## src/rtl/add7_pkg.sv

```systemverilog
// Shared definitions for the 7-bit slice sequencer: slice width, the
// sequencer state type and the slice overflow helper.
package add7_pkg;

    localparam int SLICE_W = 7;

    typedef enum logic [1:0] {
        IDLE,
        RUN,
        DONE
    } seq_state_t;

    // Signed overflow of a slice: carry into the MSB differs from carry out of it.
    function automatic logic slice_ovf(input logic c6, input logic c5);
        return c6 ^ c5;
    endfunction

endpackage

```

## src/rtl/add7_slice.sv

```systemverilog
// Combinational 7-bit ripple-carry adder built from a chain of 1-bit full
// adders; every per-bit carry-out is exposed so the caller can derive overflow.
module add7_slice
    import add7_pkg::*;
(
    input  logic [SLICE_W-1:0] a,
    input  logic [SLICE_W-1:0] b,
    input  logic               c_in,
    output logic [SLICE_W-1:0] s,
    output logic [SLICE_W-1:0] c
);

    logic carry;

    always_comb begin
        carry = c_in;
        s     = '0;
        c     = '0;
        for (int i = 0; i < SLICE_W; i++) begin
            s[i]  = a[i] ^ b[i] ^ carry;
            c[i]  = (a[i] & b[i]) | (carry & (a[i] ^ b[i]));
            carry = c[i];
        end
    end

endmodule

```

## src/rtl/add7_slice_sequencer.sv

```systemverilog
// Wide add/subtract computed one 7-bit slice per cycle through a single shared
// ripple slice, LSB slice first, with valid/ready handshakes on both sides.
module add7_slice_sequencer
    import add7_pkg::*;
#(
    parameter  int SLICES = 4,
    localparam int WIDTH  = SLICE_W * SLICES
) (
    input  logic             clk,
    input  logic             rst_n,
    input  logic             in_valid,
    output logic             in_ready,
    input  logic [WIDTH-1:0] in_a,
    input  logic [WIDTH-1:0] in_b,
    input  logic             in_sub,
    output logic             out_valid,
    input  logic             out_ready,
    output logic [WIDTH-1:0] out_sum,
    output logic             out_cout,
    output logic             out_ovf,
    output logic             busy
);

    localparam int IDX_W = $clog2(SLICES + 1);

    seq_state_t         state_q;
    logic [IDX_W-1:0]   idx_q;
    logic [WIDTH-1:0]   a_q;
    logic [WIDTH-1:0]   b_q;
    logic [WIDTH-1:0]   sum_q;
    logic [WIDTH-1:0]   sum_d;
    logic               carry_q;
    logic               cout_q;
    logic               ovf_q;

    logic [SLICE_W-1:0] a_sl;
    logic [SLICE_W-1:0] b_sl;
    logic [SLICE_W-1:0] s_sl;
    logic [SLICE_W-1:0] c_sl;
    logic               last_slice;
    logic               low_carries_unused;

    // Select the active slice of each operand and merge the slice sum into the result.
    always_comb begin
        a_sl  = '0;
        b_sl  = '0;
        sum_d = sum_q;
        for (int i = 0; i < SLICES; i++) begin
            if (idx_q == IDX_W'(i)) begin
                a_sl                         = a_q[i*SLICE_W +: SLICE_W];
                b_sl                         = b_q[i*SLICE_W +: SLICE_W];
                sum_d[i*SLICE_W +: SLICE_W]  = s_sl;
            end
        end
    end

    assign last_slice         = (idx_q == IDX_W'(SLICES - 1));
    assign low_carries_unused = ^c_sl[SLICE_W-3:0];

    add7_slice u_slice (
        .a    (a_sl),
        .b    (b_sl),
        .c_in (carry_q),
        .s    (s_sl),
        .c    (c_sl)
    );

    // Subtraction is folded in at accept time: B is inverted and the carry seeded with 1.
    always_ff @(posedge clk or negedge rst_n) begin
        if (!rst_n) begin
            state_q <= IDLE;
            idx_q   <= '0;
            a_q     <= '0;
            b_q     <= '0;
            carry_q <= 1'b0;
            sum_q   <= '0;
            cout_q  <= 1'b0;
            ovf_q   <= 1'b0;
        end else begin
            case (state_q)
                IDLE: begin
                    if (in_valid) begin
                        a_q     <= in_a;
                        b_q     <= in_b ^ {WIDTH{in_sub}};
                        carry_q <= in_sub;
                        idx_q   <= '0;
                        state_q <= RUN;
                    end
                end
                RUN: begin
                    sum_q   <= sum_d;
                    carry_q <= c_sl[SLICE_W-1];
                    if (last_slice) begin
                        cout_q  <= c_sl[SLICE_W-1];
                        ovf_q   <= slice_ovf(c_sl[SLICE_W-1], c_sl[SLICE_W-2]);
                        state_q <= DONE;
                    end else begin
                        idx_q <= idx_q + IDX_W'(1);
                    end
                end
                DONE: begin
                    if (out_ready) begin
                        state_q <= IDLE;
                    end
                end
                default: state_q <= IDLE;
            endcase
        end
    end

    assign in_ready  = (state_q == IDLE);
    assign out_valid = (state_q == DONE);
    assign busy      = (state_q != IDLE);
    assign out_sum   = sum_q;
    assign out_cout  = cout_q;
    assign out_ovf   = ovf_q;

endmodule

```

## config.mk

```make
export PLATFORM = sky130hd
export DESIGN_NAME = add7_slice_sequencer
export DESIGN_NICKNAME = d
export VERILOG_FILES = /design/src/rtl/add7_pkg.sv /design/src/rtl/add7_slice.sv /design/src/rtl/add7_slice_sequencer.sv
export SDC_FILE = /design/constraint.sdc
export NUM_CORES = 1
export LEC_CHECK = 0
export BUFFER_PORTS_ARGS = -buffer_cell sky130_fd_sc_hd__clkbuf_2
export CORE_MARGIN = 1.5
export CORE_UTILIZATION = 35
export CTS_CLUSTER_DIAMETER = 30
export DETAILED_ROUTE_END_ITERATION = 10
export PLACE_DENSITY = 0.61
export SYNTH_ARGS = -nofsm -noshare
export SYNTH_HDL_FRONTEND = slang
export SYNTH_HIERARCHICAL = 1
export SYNTH_SLANG_ARGS = --single-unit
```

## constraint.sdc

```tcl
create_clock -name clk -period 4.89 [get_ports clk]
set_input_delay 0.978 -clock clk [delete_from_list [all_inputs] [get_ports clk]]
set_output_delay 0.978 -clock clk [all_outputs]
set_load 0.01 [all_outputs]
```

-- Yosys cells after proc, flatten, opt, wreduce, memory -nomap -nowiden
Index checks and enable logic that the tools add are counted.
W data, S select, Z words.
- add/sub/neg operators: 1
- multipliers: 0
- div/mod/pow operators: 0
- magnitude comparators: 0
- equal/unequal tests: 9
- shift-type cells: 0
- mux-type cells: 17
- bitwise operators: 37
- reduce and logical (&&, ||, !) cells: 12
- operators by type and width (kind ; count):
    $mux W7 ; 8
    $xor A28 B28 Y28 ; 1
    $xor A1 B1 Y1 ; 15
    $and A1 B1 Y1 ; 14
    $reduce_and A2 Y1 ; 6
    $or A1 B1 Y1 ; 7
    $eq A3 B2 Y1 const B ; 2
    $mux W2 ; 3
    $mux W3 ; 2
    $ne A2 B2 Y1 const B ; 3
    $pmux W2 S3 ; 1
    $pmux W3 S2 ; 1
    $reduce_and A3 Y1 ; 2
    $reduce_bool A2 Y1 ; 2
    $add A3 B1 Y3 const B ; 1
    $eq A3 B1 Y1 const B ; 1
    $logic_not A3 Y1 ; 1
    $eq A2 B1 Y1 const B ; 1
    $eq A2 B2 Y1 const B ; 1
    $logic_not A2 Y1 ; 1
    $ne A2 B1 Y1 const B ; 1
    $pmux W1 S2 ; 1
    $mux W1 ; 1
- register bits: 92
- latch bits: 0
- memory bits (writable): 0
- memory bits (read-only): 0
- input bits: 61
- output and inout port bits: 33
- logic and storage cells: 87
- memories: 0

-- Logic depth before layout (Yosys ltp)
- word-level depth: 21
- gate-level depth with buffers: 17
- gate-level depth less buffers: 14

-- Cells and area by module
Netlist, hierarchy kept.
- modules (own cells, without submodules) (module ; instances ; cells each ; area each (µm²)):
    add7_slice_sequencer ; 1 ; 366 ; 4290.4
    add7_slice ; 1 ; 8 ; 147.6

-- Least setup slack after synthesis
OpenSTA, ideal clock, no wires.
- path type: flip-flop to flip-flop
- start: register idx_q[1]
- end: register cout_q (netlist: out_cout)
- setup time: 0.125 ns
- arrival: 4.556 ns
- setup slack: 0.209 ns
- cell stages (with the launch flop): 16
- buffers on the path: 3
- clock period less this slack: 4.681 ns
- cells stage by stage: dfrtp_1 inv_1 ha_1 buf_2 buf_2 a221oi_1 o21ai_0 fa_1 fa_1 fa_1 fa_1 fa_1 fa_1 fa_1 buf_4 mux2_2
- cells in the longest elaborated chain, start to end: 20
- elaborated cells between the ends (all ways): 41
- RTL lines (item ; RTL line ; source):
    from (decl) ; add7_slice_sequencer.sv:27 ; logic [IDX_W-1:0] idx_q;
    from (signal assigned) ; add7_slice_sequencer.sv:98 ; idx_q <= idx_q + IDX_W'(1);
    $logic_not A3 Y1 ; add7_slice_sequencer.sv:49 ; if (idx_q == IDX_W'(i)) begin
    $mux W7 (3 in series) ; add7_slice_sequencer.sv:49 ;
    $mux W7 * ; add7_slice_sequencer.sv:49 ;
    named net a_sl[0] ; add7_slice_sequencer.sv:36 ; logic [SLICE_W-1:0] a_sl;
    $xor A1 B1 Y1 ; add7_slice.sv:21 ; c[i] = (a[i] & b[i]) | (carry & (a[i] ^ b[i]));
    $and A1 B1 Y1 ; add7_slice.sv:21 ;
    $or A1 B1 Y1 * ; add7_slice.sv:21 ;
    named net c_sl[0] ; add7_slice_sequencer.sv:39 ; logic [SLICE_W-1:0] c_sl;
    (+2 left out) ; -- ;
    named net c_sl[1] ; add7_slice_sequencer.sv:39 ;
    (+2 left out) ; -- ;
    named net c_sl[2] ; add7_slice_sequencer.sv:39 ;
    (+2 left out) ; -- ;
    named net c_sl[3] ; add7_slice_sequencer.sv:39 ;
    (+1 left out) ; -- ;
    $or A1 B1 Y1 * ; add7_slice.sv:21 ;
    named net c_sl[4] ; add7_slice_sequencer.sv:39 ;
    $and A1 B1 Y1 * ; add7_slice.sv:21 ;
    $or A1 B1 Y1 * ; add7_slice.sv:21 ;
    named net c_sl[5] ; add7_slice_sequencer.sv:39 ;
    $and A1 B1 Y1 * ; add7_slice.sv:21 ;
    $or A1 B1 Y1 * ; add7_slice.sv:21 ;
    named net u_slice.carry ; add7_slice.sv:13 ; logic carry;
    to (signal assigned) ; add7_slice_sequencer.sv:94 ; cout_q <= c_sl[SLICE_W-1];
    to (decl) ; add7_slice_sequencer.sv:33 ; logic cout_q;
The timed path passes the listed nets; every way through them passes the cells marked *.
A chain may end at the register's enable or synchronous reset.

-- Final worst setup path
- start: register idx_q[0]
- end: register sum_q[13] (netlist: out_sum[13])
- cells in the longest elaborated chain, start to end: 19
- elaborated cells between the ends (all ways): 39
- RTL lines (item ; RTL line ; source):
    $logic_not A3 Y1 ; add7_slice_sequencer.sv:49 ;
    $mux W7 (3 in series) ; add7_slice_sequencer.sv:49 ;
    $mux W7 * ; add7_slice_sequencer.sv:49 ;
    named net a_sl[0] ; add7_slice_sequencer.sv:36 ;
    $xor A1 B1 Y1 ; add7_slice.sv:21 ;
    $and A1 B1 Y1 ; add7_slice.sv:21 ;
    $or A1 B1 Y1 * ; add7_slice.sv:21 ;
    named net c_sl[0] ; add7_slice_sequencer.sv:39 ;
    (+2 left out) ; -- ;
    named net c_sl[1] ; add7_slice_sequencer.sv:39 ;
    (+2 left out) ; -- ;
    named net c_sl[2] ; add7_slice_sequencer.sv:39 ;
    (+2 left out) ; -- ;
    named net c_sl[3] ; add7_slice_sequencer.sv:39 ;
    $and A1 B1 Y1 * ; add7_slice.sv:21 ;
    $or A1 B1 Y1 * ; add7_slice.sv:21 ;
    named net c_sl[4] ; add7_slice_sequencer.sv:39 ;
    $and A1 B1 Y1 * ; add7_slice.sv:21 ;
    $or A1 B1 Y1 * ; add7_slice.sv:21 ;
    named net c_sl[5] ; add7_slice_sequencer.sv:39 ;
    $xor A1 B1 Y1 * ; add7_slice.sv:20 ; s[i] = a[i] ^ b[i] ^ carry;
    named net s_sl[6] ; add7_slice_sequencer.sv:38 ; logic [SLICE_W-1:0] s_sl;
    to (signal assigned) ; add7_slice_sequencer.sv:91 ; sum_q <= sum_d;
    to (decl) ; add7_slice_sequencer.sv:30 ; logic [WIDTH-1:0] sum_q;
Marks and branches as above.

==> results.toml <==
[outcome]
status = "completed"

[clock_tree]
cts_max_level = 3
cts-buffers-inserted = 9
worstSkewPairLatency_ps = 340
clock-sinks = 92
cts_buffer_depth = 2
cts_setup_buffers = 0
cts.clk_slew.worst_paths_ps = 60
clk_root_buffer_cell = "clkbuf_16"
cts_tree = "built"

[timing]
fin_hold_ws_ps = 500
period_minus_slack_ps = 4700
setup-violations-final = 0
fmax_mhz = 213
worst_pin_slew_ps = 1140
drv_slew = 0
fin_ws_ps = 188
hold_violations = 0
finClkSkew_ps = 5.75
rsz0062_at_grt = "false"
maxSlewHeadroom_pct = 24.1
setup_tns_ps = 0
period_share_pct = 96.2

[grt]
grt_usage_pct = 15.9
grt_overflow_total = 0
antenna_found_initial = 0
grt_pass1_wl_um = 16200
grt_max_degree = 93
grt_pass1_vias = 3096

[finish]
nNetsFinal = 534
utilization_pct = 43.5
drive_above_1_share_pct = 38.3
design_area_um2 = 5320
num_antenna_cells = 0
multi_input_area_um2 = 1920
regArea_um2 = 2300
syn2layout_area_growth_pct = 19.8
fillers = 1211
final_cell_mix = "dfrtp_1, clkbuf_2, mux2_2, o21ai_0, nor2_1"

[setup_path]
critPathLaunchType = "flip-flop"
r2r_start = "idx_q[0]"
cp.required_ps = 5110
slowest_delay_ps = 510
cpMostUsedCell = "fa_1"
cp-end-kind = "flip-flop"
path_cells = "inv_1 > ha_2 > inv_1 > o21ai_0 > o21ai_0 > fa_1 > fa_1 > fa_1 > fa_1 > fa_1 > fa_1 > fa_1 > mux2_2"
worstSetupPathType = "flip-flop to flip-flop"
cpMaxStageDelayCell = "fa_1"
cp.arrival_ps = 4920
crit_fanout = 9
critPathLaunch = "idx_q[0]"

[min_path]
worstHoldPathType = "flip-flop to flip-flop"
min_from = "a_q[26]"

[placement]
port_buffers = 93
placed_area_um2 = 5000
dp_hpwl_um = 7420
pre_cts_ws_ps = 120
place_congestion = 0.809

[die]
initial_core_util_pct = 36.3
dieHeight_um = 116
die_area_um2 = 13400
fp.coreArea_um2 = 12200
io_pins = 94
die_w_um = 116
rows = 40

[drt]
wirelength_um = 9910
final_antenna_net_count = 0
viasPerCell = 4.79
route.detailed.wl_per_inst_um = 15.7
drc = 0
drt-pass1-iter-count = 4
drt_iter0_drc = 152
vias = 3029

[synthesis]
synth_cells = 374
synth_edf_count = 0
syn_avg_cell_area_um2 = 11.9
synth_area_um2 = 4440
yosys_warnings = 6
synthesis.nets = 447
synth_top_area_share_pct = 51.9
synthDistinctLibCells = 28
synth_ff_type = "dfrtp_1"
synth_seq_cells = 92
synthArstFlopShare_pct = 100
synth_area_leaders = "dfrtp_1, mux2_2, xnor2_1, o21ai_0, a21oi_1"
ys_seq_area_share_pct = 51.9
synth_top_cell_by_area = "dfrtp_1"

[pwr]
power.density_nw_per_um2 = 776
p_leak_nw = 2.35
irDropWorstVdd_mv = 0.299

[run]
drv_cap = 0
==> cells by family (layout without fill, tap and decap cells) <==
kind of cell | after synthesis | count (layout) | share of synthesized area [%]
xor+xnor | 29 | 29 | 5.72
simple gates | 68 | 68 | 7.33
mux | 59 | 59 | 14.9
compound gates | 80 | 80 | 10.6
flops | 92 | 92 | 51.9
fa+ha+maj | 12 | 12 | 4.57
buf+inv | 34 | 125 | 4.96
==> critical path, delay by kind of cell, from the launching register on <==
kind	cells	cell delay, ps
flip-flops	1	420
multiplexers	1	290
buffers and inverters	2	280
adder cells (fa/ha/maj)	8	3300
AO/OA/AOI/OAI	2	300
==> synthesized netlist by cell type, types with 2 or more instances <==
master     n
a21oi_1   29
a221oi_1  14
a22o_1     4
and2_1     3
buf_2      5
buf_4     11
buf_6      6
clkbuf_1   5
dfrtp_1   92
fa_1       7
ha_1       5
inv_1      7
mux2_1     2
mux2_2    56
nand2_1   16
nor2_1    31
nor2b_1   11
o21ai_0   32
xnor2_1   29
==> final timing paths <==
path	endpoint	slack (ps)	depth (start not counted)
worst max-delay path	out_sum[13]	190	13
worst min-delay path	a_q[26]	500	1
worst max register to register	out_sum[13]	190	13
worst min register to register	a_q[26]	500	1
max in group asynchronous	b_q[26]	3290	1
min in group asynchronous	out_sum[26]	860	1
==> metal layers <==
layer | track usage, % | wire length, um | up-vias
met5 | 0 | 0 | -
met4 | 3.95 | 99 | 0
met3 | 3.82 | 488 | 9
met2 | 24.8 | 4430 | 76
met1 | 22.5 | 4890 | 1480
li1 | - | - | 1464
==> power by group <==
| group | internal, mW | leakage, nW | switching, mW |
|---|---|---|---|
| clock | 0.445 | 0.151 | 0.285 |
| combinational | 0.953 | 1.12 | 1.04 |
| sequential | 1.15 | 1.08 | 0.250 |
| total | 2.55 | 2.35 | 1.57 |
==> state kept, by name, indices dropped and copies added, names as in the netlist <==
register and cells:
idx_q 3, state_q 2, out_sum 28, out_ovf 1, out_cout 1, a_q 28
b_q 28, carry_q 1
==> metrics by stage <==
step / power [mW] / instances
after floorplan: 2.77 / 374
after global placement: 3.32 / 618
after detailed placement: 3.39 / 618
after CTS: 4.14 / 633
after global routing: 4.43 / 633
final: 4.13 / 633
==> cell type report <==
type | count | share of cell area (%)
sequential | 92 | 43.3
multi-input combinational | 248 | 36.1
timing repair buffer | 103 | 10.2
clock buffer | 9 | 4.24
tap | 168 | 3.95
clock inverter | 6 | 1.69
inverter | 7 | 0.494
==> repair_timing <==
item / CTS / global route
resized for setup: 0 / 2
setup endpoints to repair: 0 / 7
hold buffers: 0 / 0
(Power assumes the default switching activity.)
